**src/rtl/smol_decode_stage.sv**
```systemverilog
// Registered RV32I decode/operand stage feeding smolALU.
// Latency: 1 cycle from capture to out_valid; single output register, no skid buffer.
// Backpressure: in_ready = !out_valid | out_ready; outputs hold while out_valid & !out_ready.
//
// Ports:
//   clk, rst_n               clock, async active-low reset
//   in_valid/in_ready        fetch handshake carrying in_instr and in_pc
//   flush                    kills the held entry and drops the entry being offered
//   rf_raddr*/rf_rdata*      same-cycle register file read ports
//   wb_we/wb_rd/wb_data      same-cycle writeback, forwarded onto the operands
//   out_valid/out_ready      execute handshake; out_* carry the decoded entry
module smol_decode_stage #(
    parameter int unsigned PC_W   = 5,
    parameter logic [4:0]  ILL_OP = 5'd31
) (
    input  logic            clk,
    input  logic            rst_n,
    input  logic            in_valid,
    output logic            in_ready,
    input  logic [31:0]     in_instr,
    input  logic [PC_W-1:0] in_pc,
    input  logic            flush,
    output logic [4:0]      rf_raddr1,
    output logic [4:0]      rf_raddr2,
    input  logic [31:0]     rf_rdata1,
    input  logic [31:0]     rf_rdata2,
    input  logic            wb_we,
    input  logic [4:0]      wb_rd,
    input  logic [31:0]     wb_data,
    output logic            out_valid,
    input  logic            out_ready,
    output logic [4:0]      out_op_sel,
    output logic [31:0]     out_rs1,
    output logic [31:0]     out_rs2_or_imm,
    output logic [PC_W-1:0] out_pc,
    output logic [4:0]      out_rd,
    output logic            out_rd_we,
    output logic            out_is_load,
    output logic            out_is_store,
    output logic            out_is_branch,
    output logic [2:0]      out_funct3,
    output logic [31:0]     out_store_data,
    output logic            out_illegal
);

    localparam logic [6:0] OPC_OP     = 7'b0110011;
    localparam logic [6:0] OPC_OP_IMM = 7'b0010011;
    localparam logic [6:0] OPC_LOAD   = 7'b0000011;
    localparam logic [6:0] OPC_STORE  = 7'b0100011;
    localparam logic [6:0] OPC_BRANCH = 7'b1100011;
    localparam logic [6:0] OPC_LUI    = 7'b0110111;
    localparam logic [6:0] OPC_AUIPC  = 7'b0010111;
    localparam logic [6:0] OPC_JAL    = 7'b1101111;
    localparam logic [6:0] OPC_JALR   = 7'b1100111;

    localparam logic [6:0] F7_BASE = 7'b0000000;
    localparam logic [6:0] F7_ALT  = 7'b0100000;

    // Output register
    logic            r_valid;
    logic [4:0]      r_op_sel;
    logic [31:0]     r_rs1;
    logic [31:0]     r_rs2_or_imm;
    logic [PC_W-1:0] r_pc;
    logic [4:0]      r_rd;
    logic            r_rd_we;
    logic            r_is_load;
    logic            r_is_store;
    logic            r_is_branch;
    logic [2:0]      r_funct3;
    logic [31:0]     r_store_data;
    logic            r_illegal;

    // Instruction fields
    logic [6:0]  w_opcode;
    logic [2:0]  w_funct3;
    logic [6:0]  w_funct7;
    logic [4:0]  w_rd;
    logic [4:0]  w_rs1_idx;
    logic [4:0]  w_rs2_idx;
    logic [31:0] w_rs1_val;
    logic [31:0] w_rs2_val;
    logic [31:0] w_imm_i;
    logic [31:0] w_imm_s;
    logic [31:0] w_imm_b;
    logic [31:0] w_imm_u;
    logic [31:0] w_imm_j;

    // Decode results
    logic [4:0]  w_op_sel;
    logic [31:0] w_opa;
    logic [31:0] w_opb;
    logic [31:0] w_sdata;
    logic        w_legal;
    logic        w_writes;
    logic        w_is_load;
    logic        w_is_store;
    logic        w_is_branch;
    logic [4:0]  w_alu_op;
    logic        w_capture;

    assign w_opcode  = in_instr[6:0];
    assign w_rd      = in_instr[11:7];
    assign w_funct3  = in_instr[14:12];
    assign w_rs1_idx = in_instr[19:15];
    assign w_rs2_idx = in_instr[24:20];
    assign w_funct7  = in_instr[31:25];

    assign rf_raddr1 = w_rs1_idx;
    assign rf_raddr2 = w_rs2_idx;

    // x0 is forced to zero before the bypass check, so a writeback aimed at
    // x0 can never leak into an operand.
    assign w_rs1_val = (w_rs1_idx == 5'd0)                 ? 32'd0   :
                       (wb_we && (wb_rd == w_rs1_idx))     ? wb_data : rf_rdata1;
    assign w_rs2_val = (w_rs2_idx == 5'd0)                 ? 32'd0   :
                       (wb_we && (wb_rd == w_rs2_idx))     ? wb_data : rf_rdata2;

    assign w_imm_i = {{20{in_instr[31]}}, in_instr[31:20]};
    assign w_imm_s = {{20{in_instr[31]}}, in_instr[31:25], in_instr[11:7]};
    assign w_imm_b = {{19{in_instr[31]}}, in_instr[31], in_instr[7],
                      in_instr[30:25], in_instr[11:8], 1'b0};
    assign w_imm_u = {in_instr[31:12], 12'b0};
    assign w_imm_j = {{11{in_instr[31]}}, in_instr[31], in_instr[19:12],
                      in_instr[20], in_instr[30:21], 1'b0};

    // funct3 -> smolALU op for the base (non-alternate) ALU operations.
    always_comb begin
        w_alu_op = 5'd0;
        unique case (w_funct3)
            3'b000: w_alu_op = 5'd0;   // add
            3'b001: w_alu_op = 5'd6;   // sll
            3'b010: w_alu_op = 5'd11;  // slt
            3'b011: w_alu_op = 5'd7;   // sltu
            3'b100: w_alu_op = 5'd4;   // xor
            3'b101: w_alu_op = 5'd5;   // srl
            3'b110: w_alu_op = 5'd3;   // or
            3'b111: w_alu_op = 5'd2;   // and
            default: w_alu_op = 5'd0;
        endcase
    end

    always_comb begin
        w_op_sel    = ILL_OP;
        w_opa       = 32'd0;
        w_opb       = 32'd0;
        w_sdata     = 32'd0;
        w_legal     = 1'b1;
        w_writes    = 1'b0;
        w_is_load   = 1'b0;
        w_is_store  = 1'b0;
        w_is_branch = 1'b0;
        unique case (w_opcode)
            OPC_OP: begin
                w_opa    = w_rs1_val;
                w_opb    = w_rs2_val;
                w_writes = 1'b1;
                if (w_funct7 == F7_BASE) begin
                    w_op_sel = w_alu_op;
                end else if (w_funct7 == F7_ALT && w_funct3 == 3'b000) begin
                    w_op_sel = 5'd1;   // sub
                end else if (w_funct7 == F7_ALT && w_funct3 == 3'b101) begin
                    w_op_sel = 5'd12;  // sra
                end else begin
                    w_legal = 1'b0;
                end
            end
            OPC_OP_IMM: begin
                w_opa    = w_rs1_val;
                w_opb    = w_imm_i;     // shifts keep the full I-imm; ALU uses [4:0]
                w_writes = 1'b1;
                if (w_funct3 != 3'b101) begin
                    w_op_sel = w_alu_op;
                end else if (w_funct7 == F7_BASE) begin
                    w_op_sel = 5'd5;   // srli
                end else if (w_funct7 == F7_ALT) begin
                    w_op_sel = 5'd12;  // srai
                end else begin
                    w_legal = 1'b0;
                end
            end
            OPC_LOAD: begin
                w_op_sel  = 5'd13;
                w_opa     = w_rs1_val;
                w_opb     = w_imm_i;
                w_writes  = 1'b1;
                w_is_load = 1'b1;
                if (w_funct3 == 3'b011 || w_funct3 == 3'b110 || w_funct3 == 3'b111) begin
                    w_legal = 1'b0;
                end
            end
            OPC_STORE: begin
                w_op_sel   = 5'd13;
                w_opa      = w_rs1_val;
                w_opb      = w_imm_s;
                w_sdata    = w_rs2_val;
                w_is_store = 1'b1;
            end
            OPC_BRANCH: begin
                // ALU compares via sub; the branch offset rides on store_data.
                w_op_sel    = 5'd1;
                w_opa       = w_rs1_val;
                w_opb       = w_rs2_val;
                w_sdata     = w_imm_b;
                w_is_branch = 1'b1;
            end
            OPC_LUI: begin
                w_op_sel = 5'd8;
                w_opb    = w_imm_u;
                w_writes = 1'b1;
            end
            OPC_AUIPC: begin
                w_op_sel = 5'd9;
                w_opb    = w_imm_u;
                w_writes = 1'b1;
            end
            OPC_JAL: begin
                w_op_sel = 5'd10;
                w_sdata  = w_imm_j;
                w_writes = 1'b1;
            end
            OPC_JALR: begin
                w_op_sel = 5'd10;
                w_opa    = w_rs1_val;
                w_sdata  = w_imm_i;
                w_writes = 1'b1;
            end
            default: begin
                w_legal = 1'b0;
            end
        endcase

        // Illegal entries still flow, but carry no side effects.
        if (!w_legal) begin
            w_op_sel    = ILL_OP;
            w_opa       = 32'd0;
            w_opb       = 32'd0;
            w_sdata     = 32'd0;
            w_writes    = 1'b0;
            w_is_load   = 1'b0;
            w_is_store  = 1'b0;
            w_is_branch = 1'b0;
        end
    end

    assign in_ready  = !r_valid || out_ready;
    // A flushed offer is dropped here; fetch still sees in_ready and treats it as consumed.
    assign w_capture = in_valid && in_ready && !flush;

    always_ff @(posedge clk or negedge rst_n) begin
        if (!rst_n) begin
            r_valid      <= 1'b0;
            r_op_sel     <= ILL_OP;
            r_rs1        <= 32'd0;
            r_rs2_or_imm <= 32'd0;
            r_pc         <= '0;
            r_rd         <= 5'd0;
            r_rd_we      <= 1'b0;
            r_is_load    <= 1'b0;
            r_is_store   <= 1'b0;
            r_is_branch  <= 1'b0;
            r_funct3     <= 3'd0;
            r_store_data <= 32'd0;
            r_illegal    <= 1'b0;
        end else begin
            if (flush) begin
                r_valid <= 1'b0;
            end else if (w_capture) begin
                r_valid      <= 1'b1;
                r_op_sel     <= w_op_sel;
                r_rs1        <= w_opa;
                r_rs2_or_imm <= w_opb;
                r_pc         <= in_pc;
                r_rd         <= w_rd;
                r_rd_we      <= w_legal && w_writes && (w_rd != 5'd0);
                r_is_load    <= w_is_load;
                r_is_store   <= w_is_store;
                r_is_branch  <= w_is_branch;
                r_funct3     <= w_funct3;
                r_store_data <= w_sdata;
                r_illegal    <= !w_legal;
            end else if (out_ready) begin
                r_valid <= 1'b0;
            end
        end
    end

    assign out_valid      = r_valid;
    assign out_op_sel     = r_op_sel;
    assign out_rs1        = r_rs1;
    assign out_rs2_or_imm = r_rs2_or_imm;
    assign out_pc         = r_pc;
    assign out_rd         = r_rd;
    assign out_rd_we      = r_rd_we;
    assign out_is_load    = r_is_load;
    assign out_is_store   = r_is_store;
    assign out_is_branch  = r_is_branch;
    assign out_funct3     = r_funct3;
    assign out_store_data = r_store_data;
    assign out_illegal    = r_illegal;

endmodule
```
**config.mk**
```make
export PLATFORM = sky130hd
export DESIGN_NAME = smol_decode_stage
export DESIGN_NICKNAME = d
export VERILOG_FILES = /design/src/rtl/smol_decode_stage.sv
export SDC_FILE = /design/constraint.sdc
export NUM_CORES = 1
export LEC_CHECK = 0
export CAP_MARGIN = 20
export CORE_MARGIN = 4
export CORE_UTILIZATION = 44
export CTS_CLUSTER_SIZE = 25
export DETAILED_ROUTE_END_ITERATION = 16
export PLACE_DENSITY = 0.82
export SYNTH_ARGS = -nofsm -noshare
export SYNTH_HDL_FRONTEND = slang
export SYNTH_SLANG_ARGS = --single-unit
```
**constraint.sdc**
```tcl
create_clock -name clk -period 2.2 [get_ports clk]
set_input_delay 0.66 -clock clk [delete_from_list [all_inputs] [get_ports clk]]
set_output_delay 0.66 -clock clk [all_outputs]
set_load 0.02 [all_outputs]
```
==> metrics.csv <==
stage,metric,value,unit
clock_tree,clock_sinks,120,
final_layout,layout_common_cells,"clkdlybuf4s50_1, nand2_1, dfrtp_1",
setup_path,path_cells,buf_8 -> nor4_4 -> buf_4 -> o311ai_4 -> a211oi_4 -> a2111o_1 -> buf_6 -> nand3_4 -> buf_12 -> buf_12 -> buf_12 -> a21oi_2,
logic_synthesis,yosys.area.top_type,dfrtp_1,
setup_path,reg2reg_slack,0.33,ns
global_routing,grt_max_degree,71,
sta,slew_violations,0,
floorplanning,fp.dieArea,17200,sq um
logic_synthesis,synth_top_family_by_area,compound AO/OA/AOI/OAI gates,
detailed_routing,routed_wl,28000,um
run_status,status,finished with violations,
logic_synthesis,yosysSeqAreaShare,45.1,%
logic_synthesis,ys_async_sr_fraction,100,%
clock_tree,cts_tree,done,
sta,setup_viol,3,
logic_synthesis,synthAdderAreaFrac,0.938,%
detailed_routing,initialDrtViolationCount,537,
clock_tree,cts_root_buffer,clkbuf_16,
logic_synthesis,synth_xor_xnor_area_share,1.44,%
final_layout,final_common_cell,clkdlybuf4s50_1,
final_layout,num-nets-final,1208,
run,maxCapViolCount,0,
floorplanning,ios,275,
place,dpl.hpwl,19700,um
logic_synthesis,synth_cell_type_count,61,
logic_synthesis,synth_fp_nets,831,
logic_synthesis,netlist_area,6670,sq um
floorplanning,die_w,131,um
final_layout,drive_above_1_share,29.6,%
final_layout,fin_cells,1255,
place,dp.cells,1200,
detailed_routing,vias,7342,
setup_path,critPathCaptureType,flop,
global_routing,grt_usage,31.3,%
logic_synthesis,synth_cells,682,
logic_synthesis,synth_area_leaders,"dfrtp_1, mux2i_1, nand2_1",
logic_synthesis,syn-mean-instance-area,9.78,sq um
pwr,power.leakage,0.00531,uW
clock_tree,cts_buffers,17,
final_layout,n_antenna_cell,0,
pwr,powerDensity,530,nW/um^2
logic_synthesis,netlist.area_leader.share,43.2,%
place,routabilityCongestion,0.904,
logic_synthesis,synthSimpleGateAreaFrac,13.8,%
floorplanning,initial_core_util,45.4,%
setup_path,worstPathRequired,2.55,ns
setup_path,cp_data_arrival_time,2.57,ns
floorplanning,core_area,14700,sq um
clock_tree,htree_levels,4,
worst_hold_path,hold_path.class,in -> async,
setup_path,worstSetupPathType,in -> reg,
detailed_routing,dr.pass1.iters,6,
sta,slew_headroom,70.4,%
sta,hold_violations,0,
global_routing,grt_pass1_vias,7567,
setup_path,crit_path_start_kind,input pin,
clock_tree,insertion_delay,0.42,ns
setup_path,crit_path_top_delay_cell,nor4_4,
sta,min_period,2.22,ns
detailed_routing,detail-route-antenna-nets,0,
logic_synthesis,synth_compound_area_share,23.5,%
final_layout,fillCellCount,915,
logic_synthesis,yosys_warnings,0,
clock_tree,cts_buffer_depth,2,
global_routing,antenna_found_initial,0,
clock_tree,cts_hold_buf,0,
logic_synthesis,synth_edf_count,0,
sta,skew,0.00588,ns
detailed_routing,post_drt_via_cell_ratio,5.85,
setup_path,cpPeakStageDelay,0.31,ns
run_status,violations,setup timing,
setup_path,path_max_fanout,5,
sta,rsz0062_at_grt,yes,
setup_path,crit_top_cell,buf_12,
logic_synthesis,synth_mux_area_share,9.93,%
sta,worstMarginPinSlew,0.438,ns
detailed_routing,drcViolationCount,0,
final_layout,syn2layout_area_growth,77.9,%
clock_tree,clk_pin_slew,0.05,ns
final_layout,fin_util,80.7,%
place,io_buffers,274,
floorplanning,num_rows,44,
global_routing,grt_pass1_wl,42800,um
global_routing,globalRouteOverflowTotal,0,
sta,fin_crit_sh,101,%
logic_synthesis,synth-main-ff-cell,dfrtp_1,
pwr,ir_drop,0.000481,V
sta,final.setup.worst_slack,-0.0208,ns
sta,max_freq,450,MHz
floorplanning,fp.dieH,131,um
detailed_routing,wire_per_inst,22.3,um
logic_synthesis,synth_seq_cells,120,
-- sequential cells by signal, summed over array words and instances, names as in the netlist, 3 cells and up --
name            count
out_funct3          3
out_store_data     32
out_rd              5
out_rs2_or_imm     32
out_pc              5
out_rs1            32
out_op_sel          5
-- kinds of logic after synthesis --
| logic type | Yosys count |
|---|---|
| compound gates | 214 |
| simple gates | 201 |
| flops | 120 |
| mux | 66 |
| fa+ha+maj | 5 |
| buf+inv | 65 |
| xor+xnor | 11 |
-- cell type report --
type	count	area (sq um)	area share, %
clock buffers	24	492	4.15
clock inverters	7	116	0.981
inverters	7	38.8	0.327
multi-input cells	497	3810	32.1
flip-flops and latches	120	3010	25.4
well taps	184	230	1.94
repair buffers	416	4170	35.1
-- power by group --
group	total (uW)	leakage [uW]	internal (uW)	switching, uW
registers	2290	0.00163	2260	28.1
clock network	2900	0.000296	1890	1010
logic	1090	0.00338	542	548
total	6280	0.00531	4700	1580
-- through the flow --
stage	worst slack [ns]	instance area, sq um	hold slack [ns]	power (uW)	TNS [ns]
floorplan	-0.0171	6770	0.364	2670	-0.513
global placement	-0.813	10400	0.456	3350	-69.82
detailed placement	-0.869	10400	0.463	3360	-72.92
CTS	-0.165	11700	0.238	6260	-3.34
global route	-0.0677	11900	0.251	6450	-0.763
finish	-0.0208	11900	0.227	6280	-0.0296
-- Yosys cell counts, drive strengths merged, types with 6 or more instances --
library cell    n
nand3           8
xor2            9
dfrtp         115
a21oi          17
a21boi          9
a21o           19
a22oi          12
clkbuf         23
o211ai         12
buf            35
nand2         140
o21ai          80
o21a            8
mux2i          65
nor2           21
a2bb2oi         6
o221ai         13
a221oi         19
inv             7
-- critical path: cells and delay by family --
kind / cells / cell delay, ns
buffers and inverters: 6 / 0.85
AOI/OAI and AO/OA: 4 / 0.66
and+or+nand+nor: 2 / 0.39
-- worst paths after layout --
| path | start | cells past startpoint | endpoint |
|---|---|---|---|
| setup / recovery | in_instr[28] | 12 | out_rs2_or_imm[3]$_DFFE_PN0P_ |
| hold reg to reg | out_pc[2]$_DFFE_PN0P_ | 2 | out_pc[2]$_DFFE_PN0P_ |
| max in group asynchronous | rst_n | 2 | out_store_data[12]$_DFFE_PN0P_ |
| setup reg to reg | out_valid$_DFFE_PN0P_ | 8 | out_rs2_or_imm[0]$_DFFE_PN0P_ |
| min in group clk | out_pc[2]$_DFFE_PN0P_ | 2 | out_pc[2]$_DFFE_PN0P_ |
| hold / removal | rst_n | 2 | out_rs1[7]$_DFFE_PN0P_ |
-- per-layer routing --
metal	up-vias	global-route usage (%)	wire (um)
li1	3242	-	-
met3	90	7.03	2120
met2	389	53.9	13900
met4	0	12.3	1110
met5	-	0	0
met1	3621	38.6	10900
-- repair_timing --
| action | 4_1_cts | 5_1_grt |
|---|---|---|
| endpoints found under the setup margin | 100 | 78 |
| setup buffers | 17 | 5 |
| gates resized for setup | 136 | 69 |
| cloned | 8 | 1 |
| pin swaps | 22 | 29 |
(Power assumes the default switching activity.)
